[config.mk]
export PLATFORM = sky130hd
export DESIGN_NAME = pc_redirect_controller
export DESIGN_NICKNAME = d
export VERILOG_FILES = /design/src/rtl/pc_redirect_controller.sv
export SDC_FILE = /design/constraint.sdc
export NUM_CORES = 1
export LEC_CHECK = 0
export CAP_MARGIN = 20
export CORE_ASPECT_RATIO = 2
export CORE_MARGIN = 2
export CORE_UTILIZATION = 60
export DETAILED_ROUTE_END_ITERATION = 12
export PLACE_DENSITY = 0.88
export SKIP_LAST_GASP = 1
export SYNTH_ARGS = -nofsm -noshare
export SYNTH_HDL_FRONTEND = slang
export SYNTH_SLANG_ARGS = --single-unit
[constraint.sdc]
create_clock -name i_clk -period 5.8 [get_ports i_clk]
set_input_delay 1.16 -clock i_clk [delete_from_list [all_inputs] [get_ports i_clk]]
set_output_delay 1.16 -clock i_clk [all_outputs]
set_load 0.05 [all_outputs]
[src/rtl/pc_redirect_controller.sv]
// Next-PC select and pipeline squash control with a 2-bit saturating branch history table.
// Redirects resolve combinationally in execute; the squash that follows is registered.
module pc_redirect_controller #(
    parameter logic [4:0] ALU_JAL        = 5'b01010,
    parameter logic [4:0] ALU_JALR       = 5'b01011,
    parameter int         BHT_INDEX_BITS = 6
) (
    input  logic        i_clk,
    input  logic        i_rst_n,
    input  logic        i_stall_execution_stage,
    input  logic [4:0]  i_alu_instruction,
    input  logic        i_branch_execution,
    input  logic        i_branch_taken,
    input  logic        i_predicted_taken_execution,
    input  logic [31:0] i_pc_execution,
    input  logic [31:0] i_pc_fetch,
    input  logic        i_btb_hit,
    input  logic        i_btb_is_jump,
    output logic        o_pc_rs_1_select,
    output logic        o_pc_predict_select,
    output logic        o_pc_mispredict_select,
    output logic        o_predict_taken,
    output logic        o_clear_decoding_stage,
    output logic        o_clear_execution_stage,
    output logic [31:0] o_mispredict_count
);

    // state | meaning
    // RUN   | execute instruction resolved each unstalled cycle
    // FLUSH | decode/execute squashed, nothing resolved
    typedef enum logic {RUN = 1'b0, FLUSH = 1'b1} state_t;

    localparam int BHT_ENTRIES = 1 << BHT_INDEX_BITS;

    state_t      r_state;
    logic        r_clear;
    logic [31:0] r_mispredict_count;
    logic [1:0]  r_bht [BHT_ENTRIES];

    logic [BHT_INDEX_BITS-1:0] w_fetch_idx;
    logic [BHT_INDEX_BITS-1:0] w_exec_idx;
    logic [1:0]                w_fetch_ctr;
    logic                      w_eval;
    logic                      w_is_jal;
    logic                      w_is_jalr;
    logic                      w_redirect;
    logic                      w_bht_update;

    assign w_fetch_idx = i_pc_fetch[BHT_INDEX_BITS+1:2];
    assign w_exec_idx  = i_pc_execution[BHT_INDEX_BITS+1:2];
    assign w_fetch_ctr = r_bht[w_fetch_idx];
    assign w_is_jal    = (i_alu_instruction == ALU_JAL);
    assign w_is_jalr   = (i_alu_instruction == ALU_JALR);

    // Reset low also blocks evaluation so nothing redirects while the block is held.
    assign w_eval = (r_state == RUN) & ~i_stall_execution_stage & i_rst_n;

    always_comb begin
        w_redirect = 1'b0;
        if (w_eval) begin
            if (w_is_jalr) begin
                w_redirect = 1'b1;
            end else if (w_is_jal) begin
                w_redirect = ~i_predicted_taken_execution;
            end else if (i_branch_execution) begin
                w_redirect = i_branch_taken ^ i_predicted_taken_execution;
            end
        end
    end

    assign w_bht_update = w_eval & i_branch_execution & ~w_is_jal & ~w_is_jalr;

    assign o_pc_rs_1_select        = w_eval & w_is_jalr;
    assign o_pc_mispredict_select  = w_redirect;
    assign o_predict_taken         = (r_state == RUN) & ~w_redirect & i_btb_hit
                                     & (i_btb_is_jump | w_fetch_ctr[1]);
    assign o_pc_predict_select     = o_predict_taken;
    assign o_clear_decoding_stage  = r_clear;
    assign o_clear_execution_stage = r_clear;
    assign o_mispredict_count      = r_mispredict_count;

    always_ff @(posedge i_clk or negedge i_rst_n) begin
        if (!i_rst_n) begin
            r_state            <= RUN;
            r_clear            <= 1'b0;
            r_mispredict_count <= '0;
        end else begin
            case (r_state)
                RUN: begin
                    if (w_redirect) begin
                        r_state <= FLUSH;
                        r_clear <= 1'b1;
                        if (r_mispredict_count != 32'hFFFF_FFFF) begin
                            r_mispredict_count <= r_mispredict_count + 32'd1;
                        end
                    end
                end
                FLUSH: begin
                    // Clear outranks stall: the squash holds until execute is free to move.
                    if (!i_stall_execution_stage) begin
                        r_state <= RUN;
                        r_clear <= 1'b0;
                    end
                end
                default: begin
                    r_state <= RUN;
                    r_clear <= 1'b0;
                end
            endcase
        end
    end

    always_ff @(posedge i_clk or negedge i_rst_n) begin
        if (!i_rst_n) begin
            for (int i = 0; i < BHT_ENTRIES; i++) begin
                r_bht[i] <= 2'b01;
            end
        end else if (w_bht_update) begin
            if (i_branch_taken) begin
                if (r_bht[w_exec_idx] != 2'b11) begin
                    r_bht[w_exec_idx] <= r_bht[w_exec_idx] + 2'd1;
                end
            end else if (r_bht[w_exec_idx] != 2'b00) begin
                r_bht[w_exec_idx] <= r_bht[w_exec_idx] - 2'd1;
            end
        end
    end

endmodule

== After elaboration in Yosys (flattened, before gate mapping) ==
Index checks and enable logic that the tools add are counted.
Storage, ports and cells
  memories kept: 0
  memory bits (writable): 0
  flip-flop bits (word level): 162
  word-level logic and storage cells: 128
  bits in read-only memories: 0
  bits in latches: 0
  input port bits: 77
  output and inout bits: 38
Cells by class
  shift operators: 0
  muxes and demuxes: 23
  reduce and logical (&&, ||, !) cells: 6
  bitwise gates (word level): 19
  multipliers: 0
  $lt $le $gt $ge: 3
  div/mod/pow operators: 0
  add/subtract/negate cells: 3
  equality and inequality tests: 7
Operators by type and width (count)
  128-bit two-way mux: 3
  128-bit bitwise mux: 2
  32-bit by 1-bit adder with 32-bit output, second input constant: 1
  32-bit != test, second input constant: 1
  2-bit binary-select mux with 6-bit select: 2
  7-bit greater-or-equal comparator, second input constant: 2
  6-bit inverter with 7-bit output: 2
  2-bit demux with 6-bit select: 1
  5-bit by 4-bit equality test with 1-bit output, second input constant: 2
  2-bit two-way mux: 5
  1-bit bitwise AND: 9
  1-bit two-way mux: 8
  7-bit by 1-bit < comparator with 1-bit output, second input constant: 1
  2-bit != test, second input constant: 3
  1-bit inverter: 6
  3-bit AND reduction: 2
  1-bit one-hot mux with 2 select lines: 2
  2-bit nonzero test: 2
  2-bit by 1-bit adder with 2-bit output, second input constant: 1
  2-bit by 1-bit != test with 1-bit output, second input constant: 1
  2-bit AND reduction: 1
  2-bit by 1-bit subtractor with 2-bit output, second input constant: 1
  1-bit logical AND: 1
  1-bit OR: 1
  1-bit XOR: 1

== Logic depth before layout (Yosys ltp) ==
  depth after elaboration: 9
  mapped depth: 18
  gate-level depth less buffers: 13

== Worst setup path before layout ==
Ideal clock, no wire load.
  kind: input port to output port
  from: input port i_alu_instruction[2]
  to: output port o_predict_taken
  data required time: 4.640 ns
  data arrival time: 3.676 ns
  buffers on the path: 2
  setup slack: 0.964 ns
  cell stages on the path: 8
  cells stage by stage: nor4bb_1 -> o21ai_0 -> a22oi_1 -> nand2b_1 -> clkbuf_1 -> nand3_1 -> a21oi_1 -> buf_4
On the way
  cells in the longest elaborated chain, start to end: 8
  elaborated cells between the ends (all ways): 9
  those cells by class: 2 x eq/ne; 3 x mux; 4 x bitwise
Ends and longest elaborated chain
  start, declared: RTL line 11  | input logic [4:0] i_alu_instruction,
  5-bit by 4-bit equality test with 1-bit output: RTL line 52  | assign w_is_jal = (i_alu_instruction == ALU_JAL);
  1-bit two-way mux: RTL line 63  | end else if (w_is_jal) begin
  1-bit two-way mux *: RTL line 61  | if (w_is_jalr) begin
  1-bit two-way mux *: RTL line 60  | if (w_eval) begin
  1-bit inverter *: RTL line 75  | assign o_predict_taken = (r_state == RUN) & ~w_redirect & i_btb_hit
  1-bit bitwise AND * (2 in series): RTL line 75
  1-bit bitwise AND *: RTL line 76  | & (i_btb_is_jump | w_fetch_ctr[1]);
  end, declared: RTL line 22  | output logic o_predict_taken,
Mark *: on every way between the ends. The rest lies on a longest branch, timed or not.

== Worst setup path in the final report ==
  from: input port i_pc_execution[2]
  to: register r_bht[33] (netlist bit)
On the way
  cells in the longest elaborated chain, start to end: 8
  elaborated cells between the ends (all ways): 21
  those cells by class: 2 x add/sub; 2 x order compare; 2 x eq/ne; 10 x mux; 1 x bitwise; 4 x reduce/logical
Ends and longest elaborated chain
  start, declared: RTL line 15  | input logic [31:0] i_pc_execution,
  6-bit inverter with 7-bit output (not written as such) *
  2-bit binary-select mux with 6-bit select, or another cell as far along
  2-bit two-way mux (not written as such) / 1-bit logical AND (equally long branches)
  2-bit two-way mux, on equally long branches
  2-bit by 1-bit subtractor with 2-bit output, or another cell as far along: RTL line 124  | r_bht[w_exec_idx] <= r_bht[w_exec_idx] - 2'd1;
  128-bit bitwise mux, on equally long branches: RTL line 124, 121
  128-bit two-way mux, on equally long branches: RTL line 123, 120
  128-bit two-way mux: RTL line 119  | if (i_branch_taken) begin
  end signal, assigned by index: RTL line 121  | r_bht[w_exec_idx] <= r_bht[w_exec_idx] + 2'd1;
  end signal, assigned by index: RTL line 124
  end, declared: RTL line 38  | logic [1:0] r_bht [BHT_ENTRIES];
Mark *: on every way between the ends. The rest lies on a longest branch, timed or not. The select of a mux whose other input is x is not followed.
A chain may end at the register's enable or synchronous reset.

==> results.md <==
- Clock Latency Late Sink: 0.44 ns
- Max Buffers Root-to-Sink: 2
- Synthesized netlist cell count: 743
- Data required time at the worst endpoint: 6.12 ns
- Top delay family on crit path: simple AND/OR/NAND/NOR gates
- Number of cells upsized or downsized after cts: 0
- N_diodes: 0
- Total clock buffers created by CTS: 17
- Initial antenna violation count: 0
- Detailed-routing iteration count for the pre-antenna-repair pass: 8
- Post-detailed-route via-to-cell ratio: 6.70
- Path category of the worst min-delay check: flip-flop to flip-flop
- Critical path buffers and inverters: 4
- Pin count of the biggest net entering global routing: 84
- Root buffer cell: sky130_fd_sc_hd__clkbuf_16
- Critical path data arrival time: 5.86 ns
- DRC marker count from the first detailed-route iteration: 755
- Routed Antenna Nets: 0
- Final worst-path cycle share: 0.955
- Final Hold Violating Endpoints: 0
- Standard-cell rows: 62
- Power density normalized to cell area: 278 nW/um2
- Detailed-routed wire length on met3: 1810 um
- Number of instances in the placed design: 988
- Top flip-flop cell by instance count after synthesis: sky130_fd_sc_hd__dfrtp_1
- Setup TNS: 0 ns
- Length of routed met2 wiring: 12500 um
- Clk pin slew, worst setup/hold paths: 0.07 ns
- Total of buffers placed on input and output ports: 62
- Clock tree from TritonCTS: yes
- Result of the run: finished, final reports clean
- Number of warnings reported in the yosys synthesis log: 0
- Wire length on met1: 8120 um
- Async set-reset flop share out of synthesis: 1.00
- Leakage power of the design: 4.33 nW
- Category of the most critical setup path: input pin to flip-flop
- Largest fanout on the critical path: 22
- Element type at the critical path end: flip-flop
- Initial standard-cell utilization of the core: 0.607
- Die Area: 15500 um2
- Syn nets: 823
- CTS Sinks: 162
- Maximum VDD drop: 0.000272 V
- Die extent in x: 89.0 um
- Post-layout instance count excluding filler cells: 1021
- Biggest cell delay along the critical path: 0.87 ns
- Total congestion overflow after global routing: 0
- Number of design rule violations left after detail routing: 0
- Global-route wire length before repair: 38500 um
- Slew of the pin with the lowest slew margin: 1.13 ns
- Worst setup slack after layout: 0.260 ns
- Core ar.: 14300 um2
- Topmost layer with routed signal wires: met4
- Layout net count: 896
- Gp weighted congestion: 0.941
- Worst Clk Skew: 0.00846 ns
- Number of fillers in the final layout: 1021
- Per-cell routed wire length: 23.8 um
- Die Ht: 174 um
- Pre-CTS worst setup slack: 0.160 ns
- Max Freq: 0.180 GHz
- Mean instance size in the synthesized netlist: 11.7 um2
- Fraction of final layout cells sized beyond drive strength 1: 0.343
- Hold-fix buffers, CTS: 0
- Post-synth cell types: 61
- Time the worst path needs with I/O delays and setup: 5.54 ns
- Max_cap viols: 0
- Cell with the biggest individual delay on the critical path: sky130_fd_sc_hd__nor2b_1
- Setup repair after global routing missed its margin: no
- Dpl hpwl: 16900 um
- Final setup fails: 0
- Gr usage total: 0.332
- Cells traversed along the worst timing path: clkdlybuf4s50_1 > buf_12 > nor2b_1 > a221oi_1 > nor2_1 > o21ai_0 > and2_1 > buf_4 > nor3b_1 > ha_1 > mux2i_1 > nand4b_1 > nor2_1 > nand3_1 > buf_4 > nor2_1 > mux2_2
- Setup bufs post-CTS: 0
- EDFF count, synth: 0
- Overall via count from detail_route: 6842
- Via count of the first global-routing pass: 7230
- Total number of H-tree levels: 4
- Area Overhead vs Synth: 18.2%
- Crit start category: input pin
- Max Slew Vio Count: 0
- Netlist area before placement: 8660 um2
- I/O pins: 115
- Detailed-route wire length: 24300 um
- Sequential area share after synthesis: 0.477
- Top cell by count, worst path: sky130_fd_sc_hd__nor2_1
- R2r setup slk: 1.65 ns
- Rel. slew slack: 0.248
- Total of flip-flops plus latches after synthesis: 162
-- through the flow --
stage          power (mW)  hold slack, ns  instance area [um2]   util
4_1_cts              2.84           0.480                10200  0.715
5_1_grt              2.92           0.490                10200  0.717
3_5_place_dp         1.69           0.471                 9600  0.673
3_3_place_gp         1.67           0.463                 9600  0.673
6_report             2.84           0.482                10200  0.717
2_1_floorplan        1.52           0.446                 8660      -
-- cells in the final DEF (no fill, tap or decap), types with 10 or more instances in the layout --
cell / n
sky130_fd_sc_hd__a221oi_1: 13
sky130_fd_sc_hd__buf_4: 40
sky130_fd_sc_hd__clkbuf_16: 17
sky130_fd_sc_hd__clkdlybuf4s50_1: 59
sky130_fd_sc_hd__dfrtp_1: 98
sky130_fd_sc_hd__dfstp_2: 64
sky130_fd_sc_hd__inv_1: 10
sky130_fd_sc_hd__mux2_2: 106
sky130_fd_sc_hd__mux2i_1: 19
sky130_fd_sc_hd__mux4_2: 26
sky130_fd_sc_hd__nand2_1: 58
sky130_fd_sc_hd__nand3_1: 18
sky130_fd_sc_hd__nand4_1: 10
sky130_fd_sc_hd__nor2_1: 59
sky130_fd_sc_hd__nor3_1: 10
sky130_fd_sc_hd__o21ai_0: 44
sky130_fd_sc_hd__o31ai_1: 20
sky130_fd_sc_hd__xnor2_1: 19
sky130_fd_sc_hd__xor2_1: 12
-- worst register-to-register path, delay by kind of cell (launching register included) --
family                     cells  cell delay (ns)
and+or+nand+nor                5             1.51
muxes                          4             1.23
AOI/OAI and AO/OA              2             0.50
DFF                            1             0.37
buffers and inverters          1             0.24
adders and majority gates      1             0.19
-- power breakdown --
| part | internal (mW) | total (mW) | switching (mW) | leakage, nW |
|---|---|---|---|---|
| combinational | 0.160 | 0.410 | 0.250 | 2.05 |
| clock | 0.680 | 1.16 | 0.482 | 0.284 |
| sequential | 1.21 | 1.27 | 0.0600 | 2.00 |
| total | 2.05 | 2.84 | 0.792 | 4.33 |
-- layer usage --
| layer | global-route usage | up-vias |
|---|---|---|
| met5 | 0 | - |
| met4 | 0.239 | 0 |
| met3 | 0.0684 | 150 |
| met2 | 0.542 | 450 |
| met1 | 0.374 | 3366 |
| li1 | - | 2876 |
-- final cells by class --
cell class	count	area, um2	share of cell area
clock buffers	17	425	0.0416
clock inverters	15	181	0.0177
inverters	10	37.5	0.00367
multi-input cells	520	4240	0.414
flip-flops and latches	162	4130	0.404
well taps	192	240	0.0235
repair buffers	105	980	0.0957
-- synthesized netlist by cell type (5+ instances only) --
master / count / area, um2
sky130_fd_sc_hd__and3_1: 8 / 50.1
sky130_fd_sc_hd__a221oi_1: 13 / 114
sky130_fd_sc_hd__dfrtp_1: 98 / 2450
sky130_fd_sc_hd__nand2b_1: 6 / 37.5
sky130_fd_sc_hd__xor2_1: 12 / 105
sky130_fd_sc_hd__clkbuf_1: 26 / 97.6
sky130_fd_sc_hd__nor2_1: 59 / 221
sky130_fd_sc_hd__o22ai_1: 5 / 31.3
sky130_fd_sc_hd__o31ai_1: 20 / 150
sky130_fd_sc_hd__nand4_1: 10 / 62.6
sky130_fd_sc_hd__buf_1: 5 / 18.8
sky130_fd_sc_hd__nor3b_1: 5 / 37.5
sky130_fd_sc_hd__xnor2_1: 20 / 175
sky130_fd_sc_hd__a21oi_1: 8 / 40.0
sky130_fd_sc_hd__nand2_1: 58 / 218
sky130_fd_sc_hd__inv_1: 10 / 37.5
sky130_fd_sc_hd__nor4_1: 5 / 31.3
sky130_fd_sc_hd__mux2i_1: 19 / 190
sky130_fd_sc_hd__mux4_2: 26 / 586
sky130_fd_sc_hd__nor2b_1: 8 / 50.1
sky130_fd_sc_hd__o21ai_0: 44 / 220
sky130_fd_sc_hd__buf_2: 11 / 55.1
sky130_fd_sc_hd__a22oi_1: 7 / 52.6
sky130_fd_sc_hd__nand3_1: 18 / 90.1
sky130_fd_sc_hd__nor3_1: 10 / 50.1
sky130_fd_sc_hd__dfstp_2: 64 / 1680
sky130_fd_sc_hd__mux2_2: 106 / 1190
-- cell families after synthesis --
family | after synthesis | share of synthesized area
compound gates | 115 | 0.0870
xor+xnor | 32 | 0.0324
fa+ha+maj | 3 | 0.00434
buf+inv | 61 | 0.0342
flops | 162 | 0.477
mux | 156 | 0.241
simple gates | 214 | 0.123
-- path summary, 6_finish.rpt --
| kind | from | endpoint | cells past startpoint |
|---|---|---|---|
| max in group asynchronous | i_rst_n | o_mispredict_count[8] | 3 |
| min in group asynchronous | i_rst_n | o_mispredict_count[0] | 1 |
| hold reg to reg | flip-flop | flip-flop | 2 |
| setup / recovery | i_pc_execution[2] | r_bht[33] | 17 |
| setup reg to reg | flip-flop | r_bht[33] | 13 |
| hold / removal | flip-flop | flip-flop | 2 |
(Power assumes the default switching activity.)
